===== src/rtl/jtcps1_gfx_bankmap.sv =====
// Runtime-programmable GFX bank mapper: (layer, tile code) -> bank offset/mask, 2-cycle pipeline.
// Optional miss statistics counter enabled by defining JTCPS1_GFX_BANKMAP_STATS_EN.
module jtcps1_gfx_bankmap #(
  parameter int NBANKS  = 4,
  parameter int BW      = 4,
  parameter int NRANGES = 8,
  parameter int CODEW   = 10
) (
  input  logic                                        clk,
  input  logic                                        rst,
  input  logic                                        enable,
  input  logic [NBANKS*BW-1:0]                        bank_offset,
  input  logic [NBANKS*BW-1:0]                        bank_mask,
  input  logic                                        cfg_we,
  input  logic [$clog2(NRANGES)-1:0]                  cfg_addr,
  input  logic [5+2*CODEW+$clog2(NBANKS)-1:0]         cfg_data,
  input  logic                                        cfg_clr,
  input  logic                                        req,
  input  logic [2:0]                                  layer,
  input  logic [CODEW-1:0]                            cin,
  output logic                                        ack,
  output logic [BW-1:0]                               offset,
  output logic [BW-1:0]                               mask,
  output logic                                        unmapped
`ifdef JTCPS1_GFX_BANKMAP_STATS_EN
  ,
  output logic [15:0]                                 miss_cnt,
  input  logic                                        miss_clr
`endif
);

  localparam int BSEL = $clog2(NBANKS);
  localparam int CFGW = 5 + 2*CODEW + BSEL;

  logic [4:0]       cfg_en;
  logic [CODEW-1:0] cfg_lo;
  logic [CODEW-1:0] cfg_hi;
  logic [BSEL-1:0]  cfg_bank;

  assign cfg_en   = cfg_data[CFGW-1 -: 5];
  assign cfg_lo   = cfg_data[BSEL+2*CODEW-1 -: CODEW];
  assign cfg_hi   = cfg_data[BSEL+CODEW-1 -: CODEW];
  assign cfg_bank = cfg_data[BSEL-1:0];

  // range table
  logic [NRANGES-1:0] valid_q, valid_d;
  logic [4:0]         en_q   [NRANGES];
  logic [4:0]         en_d   [NRANGES];
  logic [CODEW-1:0]   lo_q   [NRANGES];
  logic [CODEW-1:0]   lo_d   [NRANGES];
  logic [CODEW-1:0]   hi_q   [NRANGES];
  logic [CODEW-1:0]   hi_d   [NRANGES];
  logic [BSEL-1:0]    ebank_q[NRANGES];
  logic [BSEL-1:0]    ebank_d[NRANGES];

  always_comb begin
    valid_d = valid_q;
    en_d    = en_q;
    lo_d    = lo_q;
    hi_d    = hi_q;
    ebank_d = ebank_q;
    if (cfg_we) begin
      valid_d[cfg_addr] = 1'b1;
      en_d[cfg_addr]    = cfg_en;
      lo_d[cfg_addr]    = cfg_lo;
      hi_d[cfg_addr]    = cfg_hi;
      ebank_d[cfg_addr] = cfg_bank;
    end
    if (cfg_clr) valid_d = '0;
  end

  // entries pointing past the last bank can only exist for non-power-of-2 NBANKS
  logic [NRANGES-1:0] bank_ok;
  generate
    if ((1 << BSEL) == NBANKS) begin : g_pow2
      assign bank_ok = '1;
    end else begin : g_npow2
      always_comb begin
        bank_ok = '0;
        for (int i = 0; i < NRANGES; i++) bank_ok[i] = (32'(ebank_q[i]) < NBANKS);
      end
    end
  endgenerate

  // stage 1: compare
  logic [4:0]         layer_oh;
  logic [NRANGES-1:0] hit_q, hit_d;
  logic [BSEL-1:0]    s1_bank_q, s1_bank_d;
  logic               acc_q, acc_d;

  always_comb begin
    layer_oh  = 5'd1 << layer;
    hit_d     = '0;
    s1_bank_d = '0;
    acc_d     = req && enable;
    for (int i = 0; i < NRANGES; i++)
      hit_d[i] = valid_q[i] && (|(en_q[i] & layer_oh)) && bank_ok[i] &&
                 (lo_q[i] <= cin) && (cin <= hi_q[i]);
    // winner's bank is captured now so a later table write cannot alter an in-flight lookup
    for (int i = NRANGES-1; i >= 0; i--)
      if (hit_d[i]) s1_bank_d = ebank_q[i];
  end

  // stage 2: select
  logic          ack_q, ack_d;
  logic [BW-1:0] offset_q, offset_d;
  logic [BW-1:0] mask_q, mask_d;
  logic          unmapped_q, unmapped_d;
  logic [BW-1:0] sel_off, sel_mask;

  always_comb begin
    sel_off  = '0;
    sel_mask = '0;
    for (int n = 0; n < NBANKS; n++) begin
      if (s1_bank_q == BSEL'(n)) begin
        sel_off  = bank_offset[n*BW +: BW];
        sel_mask = bank_mask[n*BW +: BW];
      end
    end
    ack_d      = acc_q;
    offset_d   = offset_q;
    mask_d     = mask_q;
    unmapped_d = unmapped_q;
    if (acc_q) begin
      if (|hit_q) begin
        offset_d   = sel_off;
        mask_d     = sel_mask;
        unmapped_d = 1'b0;
      end else begin
        offset_d   = '0;
        mask_d     = '1;
        unmapped_d = 1'b1;
      end
    end
  end

  always_ff @(posedge clk) begin
    if (rst) begin
      valid_q    <= '0;
      hit_q      <= '0;
      s1_bank_q  <= '0;
      acc_q      <= 1'b0;
      ack_q      <= 1'b0;
      offset_q   <= '0;
      mask_q     <= '0;
      unmapped_q <= 1'b1;
    end else begin
      valid_q    <= valid_d;
      hit_q      <= hit_d;
      s1_bank_q  <= s1_bank_d;
      acc_q      <= acc_d;
      ack_q      <= ack_d;
      offset_q   <= offset_d;
      mask_q     <= mask_d;
      unmapped_q <= unmapped_d;
    end
  end

  // entry fields carry no reset; the valid bits alone qualify them
  always_ff @(posedge clk) begin
    en_q    <= en_d;
    lo_q    <= lo_d;
    hi_q    <= hi_d;
    ebank_q <= ebank_d;
  end

  assign ack      = ack_q;
  assign offset   = offset_q;
  assign mask     = mask_q;
  assign unmapped = unmapped_q;

`ifdef JTCPS1_GFX_BANKMAP_STATS_EN
  logic [15:0] miss_cnt_q, miss_cnt_d;

  always_comb begin
    miss_cnt_d = miss_cnt_q;
    if (miss_clr)
      miss_cnt_d = '0;
    else if (ack_d && unmapped_d && (miss_cnt_q != 16'hFFFF))
      miss_cnt_d = miss_cnt_q + 16'd1;
  end

  always_ff @(posedge clk) begin
    if (rst) miss_cnt_q <= '0;
    else     miss_cnt_q <= miss_cnt_d;
  end

  assign miss_cnt = miss_cnt_q;
`endif

endmodule


===== config.mk =====
export PLATFORM = sky130hd
export DESIGN_NAME = jtcps1_gfx_bankmap
export DESIGN_NICKNAME = d
export VERILOG_FILES = /design/src/rtl/jtcps1_gfx_bankmap.sv
export SDC_FILE = /design/constraint.sdc
export NUM_CORES = 1
export LEC_CHECK = 0
export CORE_UTILIZATION = 30
export DETAILED_ROUTE_END_ITERATION = 10
export SETUP_SLACK_MARGIN = 0.15
export SLEW_MARGIN = 20
export SYNTH_ARGS = -nofsm -noshare
export SYNTH_HDL_FRONTEND = slang
export SYNTH_SLANG_ARGS = --single-unit
export TNS_END_PERCENT = 50

===== constraint.sdc =====
create_clock -name clk -period 4.1 [get_ports clk]
set_clock_uncertainty 0.15 [all_clocks]
set_input_delay 0.41 -clock clk [delete_from_list [all_inputs] [get_ports clk]]
set_output_delay 0.41 -clock clk [all_outputs]
set_load 0.05 [all_outputs]

==> results of run 1 <==
==> worst paths after layout <==
| kind | startpoint | endpoint |
|---|---|---|
| setup / recovery | cin[3] | s1_bank_q[1] |
| hold reg to reg | valid_q[6] | valid_q[6] |
| hold / removal | enable | acc_q |
| setup reg to reg | hi_q[15] | s1_bank_q[0] |
==> sequential cells by signal (all words and copies together) (netlist names) <==
name	count
hi_q	80
lo_q	80
en_q	40
ebank_q	16
hit_q	8
valid_q	8
mask	4
offset	4
s1_bank_q	2
acc_q	1
ack	1
unmapped	1
==> layer usage <==
metal | part of all wire [%] | wire [µm] | vias up
li1 | - | - | 3722
met1 | 44 | 12990 | 3779
met4 | 3.7 | 1110 | 0
met2 | 48 | 14290 | 158
met3 | 4.3 | 1266 | 63
met5 | 0 | 0 | -
==> layout make-up <==
| cell class | count | area [µm²] |
|---|---|---|
| diodes | 1 | 2.502 |
| multi-input cells | 544 | 4539 |
| clock buffers | 34 | 732.0 |
| well taps | 525 | 656.9 |
| inverters | 113 | 424.2 |
| repair buffers | 111 | 1059 |
| fillers | 3805 | 24880 |
| flip-flops and latches | 245 | 7067 |
| clock inverters | 16 | 280.3 |
==> worst register-to-register path: stages, from the launching register on <==
cell,delay [ns]
sky130_fd_sc_hd__edfxtp_1,0.37
sky130_fd_sc_hd__inv_1,0.07
sky130_fd_sc_hd__ha_1,0.25
sky130_fd_sc_hd__a21oi_1,0.16
sky130_fd_sc_hd__o21ai_1,0.08
sky130_fd_sc_hd__a2111oi_0,0.61
sky130_fd_sc_hd__o22ai_1,0.30
sky130_fd_sc_hd__o21ai_0,0.21
sky130_fd_sc_hd__nor2_1,0.05
sky130_fd_sc_hd__o311ai_0,0.49
sky130_fd_sc_hd__a211oi_2,0.13
==> power breakdown <==
group	switching, µW	total (µW)	internal [µW]
Clock	1020	2740	1720
Combinational	323	561	238
Sequential	20.6	2810	2790
Total	1370	6110	4750
==> synthesized netlist by cell type (all sizes together), types with 6 or more instances <==
master | count | area (µm²)
nor3 | 19 | 100.1
o22ai | 14 | 93.84
nor4 | 6 | 37.54
o21ai | 29 | 145.1
edfxtp | 216 | 6486
a21oi | 44 | 220.2
nor2 | 39 | 146.4
buf | 7 | 46.29
a21o | 10 | 75.07
a22oi | 14 | 105.1
o21a | 14 | 105.1
a211oi | 17 | 132.6
nand3 | 10 | 50.05
dfxtp | 29 | 580.6
nand4 | 23 | 143.9
ha | 160 | 2002
mux2 | 8 | 93.83
nand2 | 38 | 142.6
mux4 | 8 | 180.2
inv | 113 | 424.2
nand2b | 13 | 81.33
and4 | 8 | 70.07
nor2b | 14 | 87.58
==> metrics by stage <==
| step | worst slack [ns] | area [µm²] | power (µW) |
|---|---|---|---|
| finish | 0.7522 | 14760 | 6113 |
| CTS | 0.8048 | 14760 | 6178 |
| global route | 0.5928 | 14760 | 6337 |
| detailed placement | 0.2153 | 13750 | 3432 |
| floorplan | 0.9910 | 12040 | 3150 |
| global placement | 0.2608 | 13750 | 3416 |
==> logic make-up after synthesis <==
| kind of cell | share of synthesized area [%] |
|---|---|
| AO/OA/AOI/OAI | 10.25 |
| adder cells (fa/ha/maj) | 16.63 |
| buffers and inverters | 4.033 |
| flip-flops | 58.71 |
| multiplexers | 2.276 |
| AND/OR/NAND/NOR | 8.098 |
==> results.txt, run 1 <==
----------------------------------------------------
[Routing]
  Initial drt markers ... 443
  Average vias per placed instance ... 4.860
  Wire length after detailed routing ... just under 30 mm
  Number of antenna-violating nets in the routed design ... 0
  Final routed DRC violation total ... 0
  Vias post-DR ... 7722
  Pre-Repair DR Iteration Count ... 5
  Average wire per cell in the routed design ... ~19 µm

[CTS]
  Insertion delay to the later sink of the worst-skew pair ... 0.56 ns
  Clock tree root buffer cell ... sky130_fd_sc_hd__clkbuf_16
  Reg clk slew, reported paths ... 0.06 ns
  Number of buffers inserted during clock tree synthesis ... 27
  Cts-stage hold buffer count ... 0
  Clock tree from TritonCTS ... done
  Number of buffers on the longest clock path ... 3
  Cells resized by post-CTS repair ... 0
  Post-CTS setup buffer count ... 0
  Count of H-tree levels built during CTS ... 1
  TritonCTS sink count ... around 250

[Cells and area]
  Final core occ ... 37.24%
  Fraction of final layout cells sized beyond drive strength 1 ... 9.501%
  Highest-count cells in the layout ignoring fill and taps ... sky130_fd_sc_hd__edfxtp_1, sky130_fd_sc_hd__ha_1, sky130_fd_sc_hd__inv_1, sky130_fd_sc_hd__clkdlybuf4s50_1, sky130_fd_sc_hd__a21oi_1
  Area growth from synthesis to layout ... 22.63%
  Total number of nets in the final design ... 1283
  Non-Filler Instances ... 1589
  Most common cell after layout, fill and taps aside ... sky130_fd_sc_hd__edfxtp_1

[Floorplan]
  Die height ... 202.3 µm
  Initial Util ... 30.36%
  Die Span X ... approximately 200 µm
  Ports ... 91
  Number of rows created at floorplan ... 73
  Core region area ... 39640 µm²
  Die area ... 40930 µm²

[GRT]
  Gr ovfl total ... 0
  Met3 global-route usage ... 2.257%
  Pin count of the biggest net entering global routing ... 29
  Routing usage on met1 ... between 10% and 20%
  Number of antenna violations at the first check in global routing ... 0
  Layer with the highest usage after global routing ... met2
  Overall Global Routing Usage ... 14.64%
  First-pass GRT wire length ... 45.59 mm
  Routing usage on met2 ... 25.15%
  Via count of the first global-routing pass ... 8022

[Setup path]
  Startpoint Class ... input port
  Sort of element at the end of the critical path ... register
  Cell-by-cell listing of the critical path ... clkdlybuf4s50_1 -> buf_4 -> ha_1 -> a21oi_1 -> o21ai_0 -> a2111oi_0 -> o2bb2ai_1 -> or3_1 -> o311a_1 -> o211ai_2 -> a311oi_2
  Crit path max-delay family ... compound AO/OA/AOI/OAI gates
  Number of buffer and inverter instances along the worst setup path ... 2
  Setup CP Type ... in2reg
  Critical-path maximum fanout ... 5
  Critical path depth ... 11
  Cells on worst reg2reg path ... 10
  Required @ worst endpoint ... 4.36 ns
  Max stage delay cell, worst path ... sky130_fd_sc_hd__a2111oi_0
  Delay contributed by the slowest stage of the critical path ... between 0.7 and 0.8 ns
  Critical path arrival ... 3.61 ns
  Worst-case register-to-register setup slack ... between 1 and 1.5 ns

[Yosys]
  Post-synthesis average cell area ... 13.18 µm²
  Number of flops mapped to enable cells by yosys ... 216
  Synthesis-stage register bit count ... 245
  Nets in the synthesized netlist ... 1154
  Number of different library cells in the post-synthesis netlist ... 65
  Synth warnings ... 0
  Post-synthesis instance area ... 12040 µm²
  Sequential area share after synthesis ... about three fifths
  Gate count after technology mapping ... 913
  Primary flip-flop cell chosen by synthesis mapping ... sky130_fd_sc_hd__edfxtp_1
  Async set-or-reset flop fraction in the synthesized netlist ... 0%

[Timing]
  Count of final setup violators ... 0
  Fin. Hold Viols ... 0
  Slew margin rel. ... 30.91%
  Crit share post-route ... 81.65%
  Worst hold margin ... between 0.2 and 0.25 ns
  TNS Setup ... 0 ns
  Final critical delay including setup and external delays ... 3.348 ns
  Slew of the pin with the lowest slew margin ... between 1 and 1.5 ns
  Max Clk Rate ... between 0.2 and 0.3 GHz
  RSZ-0062 raised after global routing ... no
  Number of slew-limit violations in the final report ... 0

[Placed design]
  Gpl congestion ... 0.7863
  Inst Count DP ... 1538
  Total half-perimeter wirelength after legalization and detailed placement ... 21.22 mm
  Number of I/O port buffers ... 90

[Worst hold path]
  Worst min-delay path class ... in2reg
  Instance count along the most critical hold path ... 3

[Power]
  Power Density ... 414.2 nW/µm²
  Static Leakage ... approximately 0.0057 µW
  VDD IR max ... between 0.2 and 0.3 mV

[Run]
  Number of max-cap violations ... 0

[Status]
  Status ... completed

----------------------------------------------------
Power figures use the tool's default switching activity.
==> run 2, diff against run 1 <==
==> constraint.sdc (replaced) <==
create_clock -name clk -period 2.8 [get_ports clk]
set_clock_uncertainty 0.15 [all_clocks]
set_input_delay 0.28 -clock clk [delete_from_list [all_inputs] [get_ports clk]]
set_output_delay 0.28 -clock clk [all_outputs]
set_load 0.05 [all_outputs]
==> run 2 against run 1 <==
Clock-buffer cell count decreased by 2. Cell area rose by 6.8%. Utilization increased by 2.5 points. Highest routed layer unchanged.
==> results.txt, run 2 (synthesis gave the netlist of run 1 again) <==
----------------------------------------------------
[Setup path]
  Startpoint Class ... register (was input port)
  Worst-case register-to-register setup slack ... 0.14 ns (was 1.08 ns)
  FF-to-FF End ... s1_bank_q[1] (was s1_bank_q[0])
  Setup CP Type ... reg2reg (was in2reg)
  Sort of element at the end of the critical path ... register (unchanged)
  Reg2reg start ... hi_q[15] (unchanged)
  Required @ worst endpoint ... 3.06 ns (was 4.36 ns)
  Critical path arrival ... 2.93 ns (was 3.61 ns)
  Critical-path maximum fanout ... 3 (was 5)
  Cells on worst reg2reg path ... 12 (was 10)

[Power]
  Total Power Consumption ... 9077 µW (was 6113 µW)
  Static Leakage ... 0.006169 µW (was 0.005713 µW)
  VDD IR max ... 0.3624 mV (was 0.2773 mV)
  Power Density ... 575.8 nW/µm² (was 414.2 nW/µm²)

[Floorplan]
  Ports ... 91 (unchanged)
  Die height ... 202.3 µm (unchanged)
  Die area ... 40930 µm² (unchanged)
  Die Span X ... 202.3 µm (unchanged)
  Core region area ... 39640 µm² (unchanged)
  Number of rows created at floorplan ... 73 (unchanged)
  Initial Util ... 30.36% (unchanged)

[CTS]
  TritonCTS sink count ... 245 (unchanged)
  Insertion delay to the later sink of the worst-skew pair ... 0.55 ns (was 0.56 ns)
  Count of H-tree levels built during CTS ... 1 (unchanged)
  Clock tree from TritonCTS ... done (unchanged)
  Clock tree root buffer cell ... sky130_fd_sc_hd__clkbuf_16 (unchanged)
  Reg clk slew, reported paths ... 0.06 ns (about the same)
  Number of buffers inserted during clock tree synthesis ... 28 (was 27)
  Number of buffers on the longest clock path ... 3 (unchanged)

[Worst hold path]
  Hold_sp ... enable (unchanged)
  Worst min-delay path class ... in2reg (unchanged)
  Worst hold path endpoint ... acc_q (unchanged)
  Instance count along the most critical hold path ... 3 (unchanged)

[Timing]
  RSZ-0062 raised after global routing ... yes (was no)
  Final critical delay including setup and external delays ... 2.662 ns
  Fin. Hold Viols ... 0 (unchanged)
  Post-route setup slack ... 0.1381 ns (was 0.7522 ns)
  Slew of the pin with the lowest slew margin ... 0.7617 ns (was 1.034 ns)
  Number of slew-limit violations in the final report ... 0 (unchanged)
  Max Clk Rate ... 0.3757 GHz
  Crit share post-route ... 95.07%
  Count of final setup violators ... 0 (unchanged)
  Slew margin rel. ... 49.03% (was 30.91%)
  TNS Setup ... 0 ns (unchanged)

[Placed design]
  Gpl congestion ... 0.8679 (was 0.7863)
  Placement-stage worst setup slack ... -0.7730 ns (was 0.2153 ns)
  Inst Count DP ... 1614 (was 1538)
  Number of I/O port buffers ... 90 (unchanged)
  Total half-perimeter wirelength after legalization and detailed placement ... 21.85 mm (was 21.22 mm)
  Cell area reported after detailed placement ... 14430 µm² (was 13750 µm²)

[GRT]
  First-pass GRT wire length ... 47.68 mm (was 45.59 mm)
  Number of antenna violations at the first check in global routing ... 0 (unchanged)
  Gr ovfl total ... 0 (unchanged)
  Via count of the first global-routing pass ... 8474 (was 8022)
  Pin count of the biggest net entering global routing ... 29 (unchanged)
  Overall Global Routing Usage ... 15.15% (was 14.64%)

[Routing]
  Final routed DRC violation total ... 0 (unchanged)
  Initial drt markers ... 505 (was 443)
  Pre-Repair DR Iteration Count ... 5 (unchanged)
  Vias post-DR ... 8059 (was 7722)
  Wire length after detailed routing ... 30.42 mm (was 29.65 mm)
  Average wire per cell in the routed design ... 18.15 µm (was 18.66 µm)
  Average vias per placed instance ... 4.808 (was 4.860)
  Number of antenna-violating nets in the routed design ... 0 (unchanged)

[Status]
  Status ... completed (unchanged)

[Cells and area]
  Highest-count cells in the layout ignoring fill and taps ... sky130_fd_sc_hd__edfxtp_1, sky130_fd_sc_hd__ha_1, sky130_fd_sc_hd__inv_1, sky130_fd_sc_hd__buf_4, sky130_fd_sc_hd__clkdlybuf4s50_1 (was sky130_fd_sc_hd__edfxtp_1, sky130_fd_sc_hd__ha_1, sky130_fd_sc_hd__inv_1, sky130_fd_sc_hd__clkdlybuf4s50_1, sky130_fd_sc_hd__a21oi_1)
  Post-route design area ... 15760 µm² (was 14760 µm²)
  Non-Filler Instances ... 1676 (was 1589)
  Leading registers by flop count ... hi_q x80, lo_q x80, en_q x40 (unchanged)
  Total number of nets in the final design ... 1370 (was 1283)
  Antenna cells ... 0 (was 1)
  Fraction of final layout cells sized beyond drive strength 1 ... 19.29% (was 9.501%)
  Area growth from synthesis to layout ... 30.96% (was 22.63%)
  Most common cell after layout, fill and taps aside ... sky130_fd_sc_hd__edfxtp_1 (unchanged)

[Run]
  Number of max-cap violations ... 0 (unchanged)

----------------------------------------------------
## run 2: cell count changes in the layout (fill, tap and decap cells not counted), sizes merged, moves of 3 or more
cell	change
clkinv	+5
dlygate4sd2	+6
clkdlybuf4s15	+3
buf	+86
clkdlybuf4s50	-10
inv	-7
clkinvlp	+6
## run 2: area by class of cell
type,instances,area (µm²)
Sequential cell,245,7067
Tap cell,525,656.9
Inverter,113,439.2
Multi-Input combinational cell,544,4762
Clock inverter,20,272.8
Clock buffer,32,737.0
Timing Repair Buffer,197,1828
Fill cell,3749,23880
## run 2: worst max-delay path by stage
stage	slack [ns]	from	endpoint
6_report	0.14	hi_q[15]	s1_bank_q[1]
5_1_grt	0.02	hi_q[15]	s1_bank_q[1]
4_1_cts	0.14	hi_q[15]	s1_bank_q[1]
3_5_place_dp	-0.77	cin[3]	s1_bank_q[1]
3_3_place_gp	-0.78	cin[3]	s1_bank_q[0]
2_1_floorplan	0.35	hi_q[15]	s1_bank_q[1]
## run 2: timing repair
| action | CTS | global route |
|---|---|---|
| buffers inserted | 9 | 1 |
| hold buffers | 0 | 0 |
| pin swaps | 18 | 10 |
| endpoints found under the setup margin | 2 | 2 |
| gates resized for setup | 58 | 10 |
## run 2: routing by layer
metal	GRT usage (%)	up-vias	share of wire, %	wire (µm)
met5	0	-	0	0
met4	4.672	0	2.8	864
met3	2.709	55	4.9	1476
met2	25.78	158	48	14470
met1	19.47	3936	45	13600
li1	-	3910	-	-
## run 2: worst max-delay path, cell delays in order (launching register included)
cell and delay, ns:
sky130_fd_sc_hd__edfxtp_1 0.35, sky130_fd_sc_hd__inv_2 0.05, sky130_fd_sc_hd__ha_4 0.27, sky130_fd_sc_hd__nand4_1 0.16
sky130_fd_sc_hd__a211oi_2 0.34, sky130_fd_sc_hd__a2111oi_4 0.09, sky130_fd_sc_hd__buf_4 0.16, sky130_fd_sc_hd__o22ai_4 0.19
sky130_fd_sc_hd__buf_6 0.13, sky130_fd_sc_hd__nor3_2 0.03, sky130_fd_sc_hd__o311a_1 0.35, sky130_fd_sc_hd__o211ai_2 0.15
sky130_fd_sc_hd__a311oi_2 0.11
## run 2: report_power, final
part / switching (µW) / total (µW) / internal (µW)
Clock: 1460 / 3980 / 2520
Sequential: 30.7 / 4120 / 4090
Combinational: 520 / 977 / 457
## run 2: per-stage QoR
step | hold slack [ns] | utilization (%)
after floorplan | 0.2016 | -
after detailed placement | 0.2970 | 36.40
after CTS | 0.1050 | 39.67
after global placement | 0.2919 | 36.40
final | 0.1205 | 39.76
after global routing | 0.1294 | 39.76
